## src/rtl/calc_pkg.sv

```systemverilog
// calc_pkg: symbol encodings, token/error enums and ROM sizing shared by the expression front end and the evaluator.
package calc_pkg;
    localparam int DEF_DEPTH = 100;
    localparam int DEF_IDX_W = 7;
    localparam logic [7:0] SYM_END = 8'd10;
    localparam logic [7:0] SYM_ADD = 8'd20;
    localparam logic [7:0] SYM_SUB = 8'd21;
    localparam logic [7:0] SYM_MUL = 8'd22;
    localparam logic [7:0] SYM_DIV = 8'd23;
    typedef enum logic [1:0] {TOK_NUMBER, TOK_OPERATOR, TOK_END} tok_kind_t;
    typedef enum logic [1:0] {ERR_BAD_SYMBOL, ERR_EMPTY_OPERAND, ERR_OVERFLOW, ERR_NO_TERMINATOR} err_code_t;
endpackage

```

## src/rtl/dec_accum.sv

```systemverilog
// dec_accum: combinational acc*10+digit with overflow flag.
module dec_accum #(
    parameter int NUM_W = 16
) (
    input  logic [NUM_W-1:0] acc,
    input  logic [3:0]       digit,
    output logic [NUM_W-1:0] sum,
    output logic             ovf
);
    // Four extra bits always hold 10*(2^NUM_W-1)+9, so the top nibble flags overflow exactly.
    logic [NUM_W+3:0] wide;
    assign wide = {4'b0, acc} * (NUM_W+4)'(10) + (NUM_W+4)'(digit);
    assign sum  = wide[NUM_W-1:0];
    assign ovf  = |wide[NUM_W+3:NUM_W];
endmodule

```

## src/rtl/expr_token_sequencer.sv

```systemverilog
// expr_token_sequencer: scans the expression ROM up to '#', packs digits into numbers and streams NUMBER/OPERATOR/END tokens.
module expr_token_sequencer
    import calc_pkg::*;
#(
    parameter int NUM_W = 16,
    parameter int DEPTH = DEF_DEPTH,
    parameter int IDX_W = DEF_IDX_W
) (
    input  logic             clk,
    input  logic             rst,
    input  logic             start,
    output logic [IDX_W-1:0] rom_index,
    input  logic [7:0]       rom_data,
    output logic             tok_valid,
    input  logic             tok_ready,
    output logic [1:0]       tok_kind,
    output logic [NUM_W-1:0] tok_value,
    output logic             busy,
    output logic             done,
    output logic             error,
    output logic [1:0]       err_code,
    output logic [IDX_W-1:0] err_index
);
    typedef enum logic [2:0] {IDLE, SCAN, EMIT_NUM, EMIT_OP, EMIT_END, DONE, ERR} state_t;
    state_t state, state_n;
    logic [IDX_W-1:0] idx, idx_n, eidx_n;
    logic [NUM_W-1:0] acc, acc_n, acc_sum, tval_n;
    logic [1:0] op_pend, op_n, code_n;
    logic have_num, have_n, end_pend, end_n, done_n, error_n, ovf, fire;
    logic is_digit, is_op, is_end, last, past;
    dec_accum #(.NUM_W(NUM_W)) u_acc (.acc(acc), .digit(rom_data[3:0]), .sum(acc_sum), .ovf(ovf));
    assign rom_index = idx;
    assign busy      = state inside {SCAN, EMIT_NUM, EMIT_OP, EMIT_END};
    assign fire      = tok_valid && tok_ready;
    assign is_digit  = rom_data <= 8'd9;
    assign is_end    = rom_data == SYM_END;
    assign is_op     = rom_data >= SYM_ADD && rom_data <= SYM_DIV;
    assign last      = idx == IDX_W'(DEPTH-1);
    assign past      = idx > IDX_W'(DEPTH-1);
    always_comb begin
        state_n = state;
        idx_n   = idx;
        acc_n   = acc;
        have_n  = have_num;
        op_n    = op_pend;
        end_n   = end_pend;
        done_n  = done;
        error_n = error;
        code_n  = err_code;
        eidx_n  = err_index;
        case (state)
            IDLE, DONE, ERR: if (start) begin
                state_n = SCAN;
                idx_n   = '0;
                acc_n   = '0;
                have_n  = 1'b0;
                end_n   = 1'b0;
                done_n  = 1'b0;
                error_n = 1'b0;
                code_n  = 2'd0;
                eidx_n  = '0;
            end
            SCAN: begin
                if (is_digit && !(past || last || ovf)) begin
                    acc_n  = acc_sum;
                    have_n = 1'b1;
                    idx_n  = idx + IDX_W'(1);
                end else if ((is_op || is_end) && have_num && !past) begin
                    state_n = EMIT_NUM;
                    op_n    = rom_data[1:0];
                    end_n   = is_end;
                end else begin
                    state_n = ERR;
                    error_n = 1'b1;
                    eidx_n  = idx;
                    code_n  = (past || (is_digit && last)) ? ERR_NO_TERMINATOR :
                              is_digit ? ERR_OVERFLOW :
                              (is_op || is_end) ? ERR_EMPTY_OPERAND : ERR_BAD_SYMBOL;
                end
            end
            EMIT_NUM: if (fire) state_n = end_pend ? EMIT_END : EMIT_OP;
            EMIT_OP: if (fire) begin
                state_n = SCAN;
                acc_n   = '0;
                have_n  = 1'b0;
                idx_n   = idx + IDX_W'(1);
            end
            EMIT_END: if (fire) begin
                state_n = DONE;
                done_n  = 1'b1;
            end
            default: state_n = IDLE;
        endcase
        // Token fields are registered from the next state so they stay frozen while stalled.
        tval_n = state_n == EMIT_NUM ? acc_n : state_n == EMIT_OP ? NUM_W'(op_n) : '0;
    end
    always_ff @(posedge clk or posedge rst) begin
        if (rst) begin
            state     <= IDLE;
            idx       <= '0;
            acc       <= '0;
            have_num  <= 1'b0;
            op_pend   <= 2'd0;
            end_pend  <= 1'b0;
            done      <= 1'b0;
            error     <= 1'b0;
            err_code  <= 2'd0;
            err_index <= '0;
            tok_valid <= 1'b0;
            tok_kind  <= 2'd0;
            tok_value <= '0;
        end else begin
            state     <= state_n;
            idx       <= idx_n;
            acc       <= acc_n;
            have_num  <= have_n;
            op_pend   <= op_n;
            end_pend  <= end_n;
            done      <= done_n;
            error     <= error_n;
            err_code  <= code_n;
            err_index <= eidx_n;
            tok_valid <= state_n inside {EMIT_NUM, EMIT_OP, EMIT_END};
            tok_kind  <= state_n == EMIT_OP ? TOK_OPERATOR : state_n == EMIT_END ? TOK_END : TOK_NUMBER;
            tok_value <= tval_n;
        end
    end
endmodule

```

## config.mk

```make
export PLATFORM = sky130hd
export DESIGN_NAME = expr_token_sequencer
export DESIGN_NICKNAME = d
export VERILOG_FILES = /design/src/rtl/calc_pkg.sv /design/src/rtl/dec_accum.sv /design/src/rtl/expr_token_sequencer.sv
export SDC_FILE = /design/constraint.sdc
export NUM_CORES = 1
export LEC_CHECK = 0
export CAP_MARGIN = 20
export CORE_ASPECT_RATIO = 1.1
export CORE_UTILIZATION = 55
export CTS_BUF_LIST = sky130_fd_sc_hd__clkbuf_8
export CTS_CLUSTER_DIAMETER = 80
export CTS_CLUSTER_SIZE = 25
export DETAILED_ROUTE_END_ITERATION = 10
export GPL_ROUTABILITY_DRIVEN = 0
export PLACE_DENSITY = 0.85
export RECOVER_POWER = 25
export SYNTH_ARGS = -nofsm -noshare
export SYNTH_HDL_FRONTEND = slang
export SYNTH_SLANG_ARGS = --single-unit
export TNS_END_PERCENT = 20
```

## constraint.sdc

```tcl
create_clock -name clk -period 5.5 [get_ports clk]
set_clock_uncertainty 0.05 [all_clocks]
set_input_delay 1.65 -clock clk [delete_from_list [all_inputs] [get_ports clk]]
set_output_delay 1.65 -clock clk [all_outputs]
set_load 0.02 [all_outputs]
```

* Yosys cells after proc, flatten, opt, wreduce, memory -nomap -nowiden
Cells that the tools add are included.
** Storage, ports and cells
- Flip-flop bits (word level) :: 60
- Output and inout port bits :: 38
- Logic and storage cells :: 107
** Cells by class
- $add $sub $neg :: 2
- Multiply operators :: 1
- Magnitude comparators :: 4
- Equality and inequality tests :: 18
- Muxes and demuxes :: 45
- Reductions and logical operators :: 24
** Operators by type and width (number)
- 16-bit two-way mux :: 4
- 16-bit case mux with 3 select lines :: 1
- 7-bit two-way mux :: 5
- 2-bit two-way mux :: 11
- 3-bit two-way mux :: 7
- 7-bit case mux with 3 select lines :: 1
- 20-bit by 4-bit adder with 20-bit output :: 1
- 16-bit by 3-bit multiplier with 19-bit output, second input constant :: 1
- 3-bit case mux with 5 select lines :: 1
- 7-bit case mux with 2 select lines :: 1
- 3-bit by 2-bit equality test with 1-bit output, second input constant :: 4
- 3-bit equality test, second input constant :: 4
- 4-bit AND reduction :: 3
- 2-bit inequality test, second input constant :: 5
- 1-bit two-way mux :: 9
- 8-bit by 4-bit equality test with 1-bit output, second input constant :: 1
- 8-bit by 5-bit >= comparator with 1-bit output, second input constant :: 1
- 8-bit by 4-bit less-or-equal comparator with 1-bit output, second input constant :: 1
- 8-bit by 5-bit less-or-equal comparator with 1-bit output, second input constant :: 1
- 7-bit by 1-bit adder with 7-bit output, second input constant :: 1
- 7-bit equality test, second input constant :: 1
- 7-bit greater-than comparator, second input constant :: 1
- 1-bit logical AND :: 6
- 1-bit case mux with 2 select lines :: 3
- 13 further kinds :: 20

* Longest topological paths before layout
Gate-level depths: netlist (run 1).
- Depth after elaboration :: 11
- Gate-level depth with buffers :: 16
- Gate-level depth less buffers :: 14

* Cells and area by module
From an unflattened synthesis (run 1), not the netlist that was laid out.
** Second synthesis, totals
- Cells, all modules :: 384
- Area, all modules :: 3968.8 sq um
** By module, submodules not included
- expr_token_sequencer :: instances 1, cells each 223, area an instance 2601.2 sq um
- dec_accum :: instances 1, cells each 161, area an instance 1367.6 sq um

* Least setup slack after synthesis (run 1)
Ideal clock, no wire load.
- Kind :: input port to flip-flop
- Start point :: in rom_data[1]
- End point :: reg idx[6] (netlist: rom_index[6])
- Arrival :: 4.140 ns
- Path slack :: 1.232 ns
- Stages on the path :: 13
- Cells stage by stage :: ha_1 > fa_1 > a21o_1 > and4b_1 > nand3b_1 > nor2_1 > mux2i_1 > nor4_2 > mux2i_2 > a21boi_2 > buf_6 > or3_1 > a21oi_1
** On the way
- Cells in the longest elaborated chain, start to end :: 7
- Elaborated cells on any way between the ends :: 8
- Classes of those cells :: add/sub (1); order compare (1); eq/ne (1); reduce/logical (5)
** RTL lines
- start: declaration :: line expr_token_sequencer.sv:13 : input logic [7:0] rom_data,
- 20-bit by 4-bit adder with 20-bit output :: line dec_accum.sv:12 : assign wide = {4'b0, acc} * (NUM_W+4)'(10) + (NUM_W+4)'(digit);
- 4-bit OR reduction :: line dec_accum.sv:14 : assign ovf = |wide[NUM_W+3:NUM_W];
- 1-bit logical OR :: line expr_token_sequencer.sv:64 : if (is_digit && !(past || last || ovf)) begin
- 1-bit logical NOT :: line expr_token_sequencer.sv:64
- 1-bit logical AND (*) :: line expr_token_sequencer.sv:64
- 2-bit by 1-bit inequality test with 1-bit output (no line) (*)
- 4-bit AND reduction (no line) (*)
- end signal: assignment :: line expr_token_sequencer.sv:114 : idx <= idx_n;
- end: declaration :: line expr_token_sequencer.sv:26 : logic [IDX_W-1:0] idx, idx_n, eidx_n;
Every way passes the cells marked *; elsewhere a longest branch is shown, timed or not.
A chain may end at the register's enable or synchronous reset.

* Worst setup path in the final report (run 1)
- Start point :: reg acc[1]
- End point :: reg state[2]
** On the way
- Cells in the longest elaborated chain, start to end :: 8
** RTL lines
- start: declaration :: line expr_token_sequencer.sv:27 : logic [NUM_W-1:0] acc, acc_n, acc_sum, tval_n;
- start signal: assignment :: line expr_token_sequencer.sv:115 : acc <= acc_n;
- 16-bit by 3-bit multiplier with 19-bit output :: line dec_accum.sv:12
- 20-bit by 4-bit adder with 20-bit output :: line dec_accum.sv:12
- 4-bit OR reduction :: line dec_accum.sv:14
- 1-bit logical OR :: line expr_token_sequencer.sv:64
- 1-bit logical NOT :: line expr_token_sequencer.sv:64
- 1-bit logical AND :: line expr_token_sequencer.sv:64
- 3-bit two-way mux :: line expr_token_sequencer.sv:64
- 3-bit case mux with 5 select lines :: line expr_token_sequencer.sv:51 : case (state)
- net state_n[2] :: line expr_token_sequencer.sv:25 : state_t state, state_n;
- end signal: assignment :: line expr_token_sequencer.sv:113 : state <= state_n;
- end: declaration :: line expr_token_sequencer.sv:25
The timed path passes the listed nets, and every way through them passes these cells.

==> flow_summary.ini, run 1 <==
[synthesis]
syn_inst = 443
synth_compound_area_share_pct = 15.7
yosysSeqAreaShare_pct = 37.0
ys_top_cells_by_area = dfrtp_1, ha_1, nand2_1, mux2i_1, o21ai_0
yosysTopAreaCellShare_pct = 37.0
postSynthAreaPerCell_um2 = 9.17
yosysTopAreaCell = dfrtp_1
synthArstFlopShare_pct = 100
ys_types = 56
synth-edff-count = 0
synthAdderAreaFrac_pct = 11.1
synth-xor-area-share_pct = 4.53
synth_mux_area_share_pct = 5.15
syn-num-nets = 489
ys_seq_elements = 60
synth_top_family_by_area = simple AND/OR/NAND/NOR gates
yosys.area_share.simple_pct = 22.6
yosys_warnings = 0
netlist_area_um2 = 4060
synth_ff_type = dfrtp_1

[power_and_ir_drop]
intPower_uw = 926
power_density_nw_per_um2 = 298
p_sw_uw = 507
seq_power_share_pct = 38.3
p_comb_share_pct = 31.4
power.leakage_uw = 0.00218
vdd.ir_drop.worst_mv = 0.144
clkPwrFrac_pct = 30.3
p_sw_share_pct = 35.4

[run_status]
violations = design-rule violations, max-capacitance violations, max-slew violations
status = finished with violations

[layout]
drive_gt1_share_pct = 7.47
ff_latch_area_um2 = 1500
mostFrequentLayoutCells = dfrtp_1, clkdlybuf4s50_1, nand2_1, nor2_1, ha_1
final_util_pct = 67.9
nets = 536
stdcell_count = 580
final_common_cell = dfrtp_1
antenna-diode-count = 0
fill_cells = 561
multi_input_area_um2 = 2400
syn2layout_area_growth_pct = 18.6

[place]
place_ws_ns = 0.485
io_buffer_count = 49
dpl.cell_count = 564
dpl.hpwl_um = 6960

[grt]
grt_pass1_vias = 3274
grtUsageMet2_pct = 42.2
grt.busiest_layer = met2
use_met1_pct = 32.7
grt_usage_pct = 25.4
grt_first_pass_wirelength_um = 15500
grt_util_met3_pct = 4.95
grt_max_degree = 36
grt_overflow = 0
antenna_found_initial = 0

[routing]
postRouteAntennaNets = 0
vias_per_cell = 5.96
num_vias = 3458
drtIter0Drc = 165
drc_errors = 16
first_pass_iters = 8
post_drt_wl_per_cell_um = 16.1
drt-total-wl_um = 9360

[critical_path]
cp-end-kind = flop
cpLargestDelayFamily = simple AND/OR/NAND/NOR gates
crit_buf_inv = 1
arrival_ns = 4.87
cp_slowest_cell = a21oi_1
path_cells = ha_1 > ha_1 > inv_1 > fa_1 > nand2b_1 > a21oi_1 > a32oi_1 > a311oi_4 > nand3_4 > nor4_2 > mux2i_2 > nand4bb_1 > and3_1 > or2_2
slowest_delay_ns = 0.49
path_common_cell = ha_1
critical_path_required_ns = 5.68
cp_max_fo = 11
start_kind = flop
critPathKind = reg -> reg

[die]
io_pins = 50
die_area_um2 = 7730
start_util_pct = 57.3
dieWidth_um = 83.9
die_h_um = 92.1
num_rows = 32
core_um2 = 7090

[cts]
cts_setup_buffers = 0
clk_latency_ns = 0.35
cts_sinks = 60
root_buffer = clkbuf_8
path_clk_slew_ns = 0.07
cts_buffers = 9
cts_max_level = 3
holdBufCountCts = 0
cts_tree = built
clk_path_buf_depth = 2
cts_resized = 0

[sta]
rsz0062_at_grt = false
drv_slew = 36
setup_viol = 0
tightest_slew_ns = 1.92
fmax_mhz = 213
min_period_ns = 4.70
layout_setup_ws_ns = 0.801
tns_ns = 0
final-hold-violation-count = 0
fin_crit_sh_pct = 85.4
fin_hold_ws_ns = 0.429
slew_headroom_pct = -28.1

[flow_run]
drv_cap = 1

[min_path]
hold_path_class = reg -> reg
-- Yosys cell counts, types with 4 or more instances --
master and instances:
a21o_1 10, a21oi_1 21, a31oi_1 5, and2_1 18, and3_1 5, buf_2 5, clkbuf_1 9, dfrtp_1 60
ha_1 32, inv_1 20, mux2_2 4, mux2i_1 15, nand2_1 44, nand2b_1 6, nand3_1 26, nand4_1 4
nor2_1 32, nor3_1 8, nor3b_1 5, o2111ai_1 4, o211ai_1 7, o21a_1 4, o21ai_0 30, or3_1 7
xnor2_1 12, xor2_1 9
-- state kept, by name, summed over array words and instances (netlist names) --
register and flops:
error 1, state 3, op_pend 2, have_num 1, err_index 7, end_pend 1
acc 16, err_code 2, tok_valid 1, done 1, tok_value 16, rom_index 7
tok_kind 2
-- cell families (layout without fill, tap and decap cells) --
logic type / Yosys count / count (layout)
AO/OA/AOI/OAI: 97 / 97
XOR/XNOR: 21 / 21
adder cells (fa/ha/maj): 35 / 35
buffers and inverters: 37 / 89
flip-flops: 60 / 60
multiplexers: 20 / 20
AND/OR/NAND/NOR: 173 / 173
-- path summary, 6_finish.rpt --
kind	from	to	slack, ns	cells after the start
worst max-delay path	acc[1]	state[2]	0.80	14
worst min-delay path	error	error	0.43	1
worst max register to register	acc[1]	state[2]	0.80	14
worst min register to register	error	error	0.43	1
max in group asynchronous	rst	op_pend[1]	1.22	3
min in group asynchronous	rst	done	1.90	2
-- routing by layer --
metal	wire length [µm]	vias up	share of wire, %
li1	-	1676	-
met1	4050	1630	43
met2	4550	130	49
met3	530	22	5.7
met4	229	0	2.4
met5	0	-	0
-- stage by stage --
| step | instance area, µm² | power (µW) |
|---|---|---|
| 4_1_cts | 4820 | 1440 |
| 2_1_floorplan | 4060 | 866 |
| 3_5_place_dp | 4600 | 1000 |
| 3_3_place_gp | 4600 | 986 |
| 6_report | 4810 | 1430 |
| 5_1_grt | 4810 | 1510 |
-- area by class of cell --
type	count	share of cell area, %
clock buffer	9	2.57
tap	85	2.21
inverter	20	1.56
sequential	60	31.2
multi-input combinational	346	49.8
timing repair buffer	53	10.7
clock inverter	7	1.92
-- power by group through the flow --
stage               sequential (µW)  clock, µW  combinational, µW
global placement                551          0                435
finish                          548        435                450
CTS                             546        441                451
global route                    555        466                485
floorplan                       557          0                309
detailed placement              554          0                447
No activity file was read; power rests on OpenSTA's default activity.
==> run 2, diff against run 1 <==
- CORE_UTILIZATION: 55 -> 52
- CTS_CLUSTER_DIAMETER: 80 -> 50
- PLACE_DENSITY: 0.85 -> 0.84
- clock period: 5.5 -> 3.8 ns (I/O delays scaled with it)
==> flow_summary.ini, run 2 (same netlist as run 1, synthesis figures left out) <==
[sta]
final-hold-violation-count = 0
slew_headroom_pct = 2.50
layout_setup_ws_ns = -0.0895
rsz0062_at_grt = true
fin_crit_sh_pct = 102
setup_viol = 27
fin_hold_ws_ns = 0.425
drv_slew = 0
fmax_mhz = 257
tightest_slew_ns = 1.46
min_period_ns = 3.89

[critical_path]
start_kind = primary input
worstReg2RegStart = acc[3]
r2r_end = rom_index[6]
ff2ff_path_depth = 15
ff2ff_setup_slack_ns = -0.09
cp_max_fo = 13
critPathKind = in -> reg
critical_path_required_ns = 4.01
cp-end-kind = flop
arrival_ns = 4.10

[layout]
mostFrequentLayoutCells = dfrtp_1, buf_4, clkdlybuf4s50_1, nand2_1
drive_gt1_share_pct = 23.9
reg_top3 = acc x16, tok_value x16
syn2layout_area_growth_pct = 36.1
fin_area_um2 = 5520
nets = 591
fill_cells = 527
antenna-diode-count = 0
final_common_cell = dfrtp_1

[grt]
antenna_found_initial = 0
grt_overflow = 0
grt_pass1_vias = 3590
grt_usage_pct = 26.2
grt_max_degree = 61
grt_first_pass_wirelength_um = 16500

[die]
dieWidth_um = 86.3
num_rows = 33
io_pins = 50
start_util_pct = 54.0
die_area_um2 = 8170
core_um2 = 7510
die_h_um = 94.7

[run_status]
status = finished with violations
violations = negative setup slack

[power_and_ir_drop]
vdd.ir_drop.worst_mv = 0.274
power.leakage_uw = 0.00249
power_density_nw_per_um2 = 378

[routing]
post_drt_wl_per_cell_um = 16.0
drc_errors = 0
vias_per_cell = 5.78
num_vias = 3778
drt-total-wl_um = 10500
first_pass_iters = 5
drtIter0Drc = 396
postRouteAntennaNets = 0

[cts]
cts_sinks = 60
cts_buffers = 9
holdBufCountCts = 0
root_buffer = clkbuf_8
path_clk_slew_ns = 0.07
cts_tree = built
clk_path_buf_depth = 2
clk_latency_ns = 0.34
cts_max_level = 3

[place]
dpl.hpwl_um = 7210
place_area_um2 = 5090
io_buffer_count = 49

[min_path]
hold_path_class = reg -> reg
whs_path_depth = 1
hold_path_startpoint = error
min_to = error

[flow_run]
drv_cap = 0
## run 2: cell types whose count changed in the layout (fill, tap and decap cells not counted), moves of 4 or more
cell and delta:
buf_4 +51, ha_1 -11, ha_4 +9, a21oi_1 -5, a21oi_2 +4
## run 2: final cells by class
class	count	area (µm²)	area share (%)
clock buffer	11	151	2.74
clock inverter	4	25.0	0.453
inverter	20	75.1	1.36
multi-input combinational	347	2690	48.7
sequential	60	1510	27.2
tap	105	131	2.38
timing repair buffer	107	948	17.2
## run 2: per-stage QoR
step                power (µW)  setup TNS (ns)  utilization [%]  instances  setup slack [ns]
floorplan                 1270         -0.0412                -        443           -0.0388
global placement          1510          -16.53             67.7        630            -0.478
detailed placement        1530          -20.09             67.7        630            -0.555
CTS                       2060         -0.0490             72.5        649           -0.0449
global route              2190           -5.46             73.5        654            -0.170
finish                    2090           -1.41             73.5        654           -0.0895
## run 2: worst max-delay path by stage
stage                     slack [ns]  depth (start not counted)        start      endpoint
after global placement         -0.48                         11  rom_data[1]  rom_index[0]
after CTS                      -0.04                         14       acc[1]      state[2]
after floorplan                -0.04                         15       acc[1]  rom_index[6]
final                          -0.09                         14  rom_data[1]  rom_index[6]
after detailed placement       -0.56                         11  rom_data[1]  rom_index[0]
after global routing           -0.17                         14       acc[3]   err_code[0]
## run 2: metal layers
| layer | part of all wire [%] | up-vias | wire length [µm] | GRT usage, % |
|---|---|---|---|---|
| met4 | 2.0 | 0 | 213 | 12.4 |
| met5 | 0 | - | 0 | 0 |
| li1 | - | 1785 | - | - |
| met1 | 42 | 1798 | 4390 | 32.2 |
| met2 | 51 | 171 | 5310 | 45.1 |
| met3 | 5.2 | 24 | 547 | 3.85 |
## run 2: what timing repair did
item                       4_1_cts  5_1_grt
pin swaps                       24       12
gates resized for setup         24       15
setup endpoints to repair       44       52
buffers inserted                 3        5
gates cloned                     1        0
## run 2: worst max-delay path, cell delays in order
cell           delay (ns)
dlygate4sd2_1        0.27
ha_2                 0.21
fa_1                 0.20
a21o_1               0.15
and4b_2              0.27
nand3b_1             0.15
nor2_2               0.14
mux2i_2              0.10
nor4_4               0.37
mux2i_4              0.36
buf_12               0.14
a21boi_4             0.09
or3_1                0.36
a21oi_1              0.14
## run 2: report_power, final
| group | switching [µW] | internal [µW] |
|---|---|---|
| logic | 420 | 370 |
| clock network | 243 | 266 |
| registers | 90.8 | 702 |
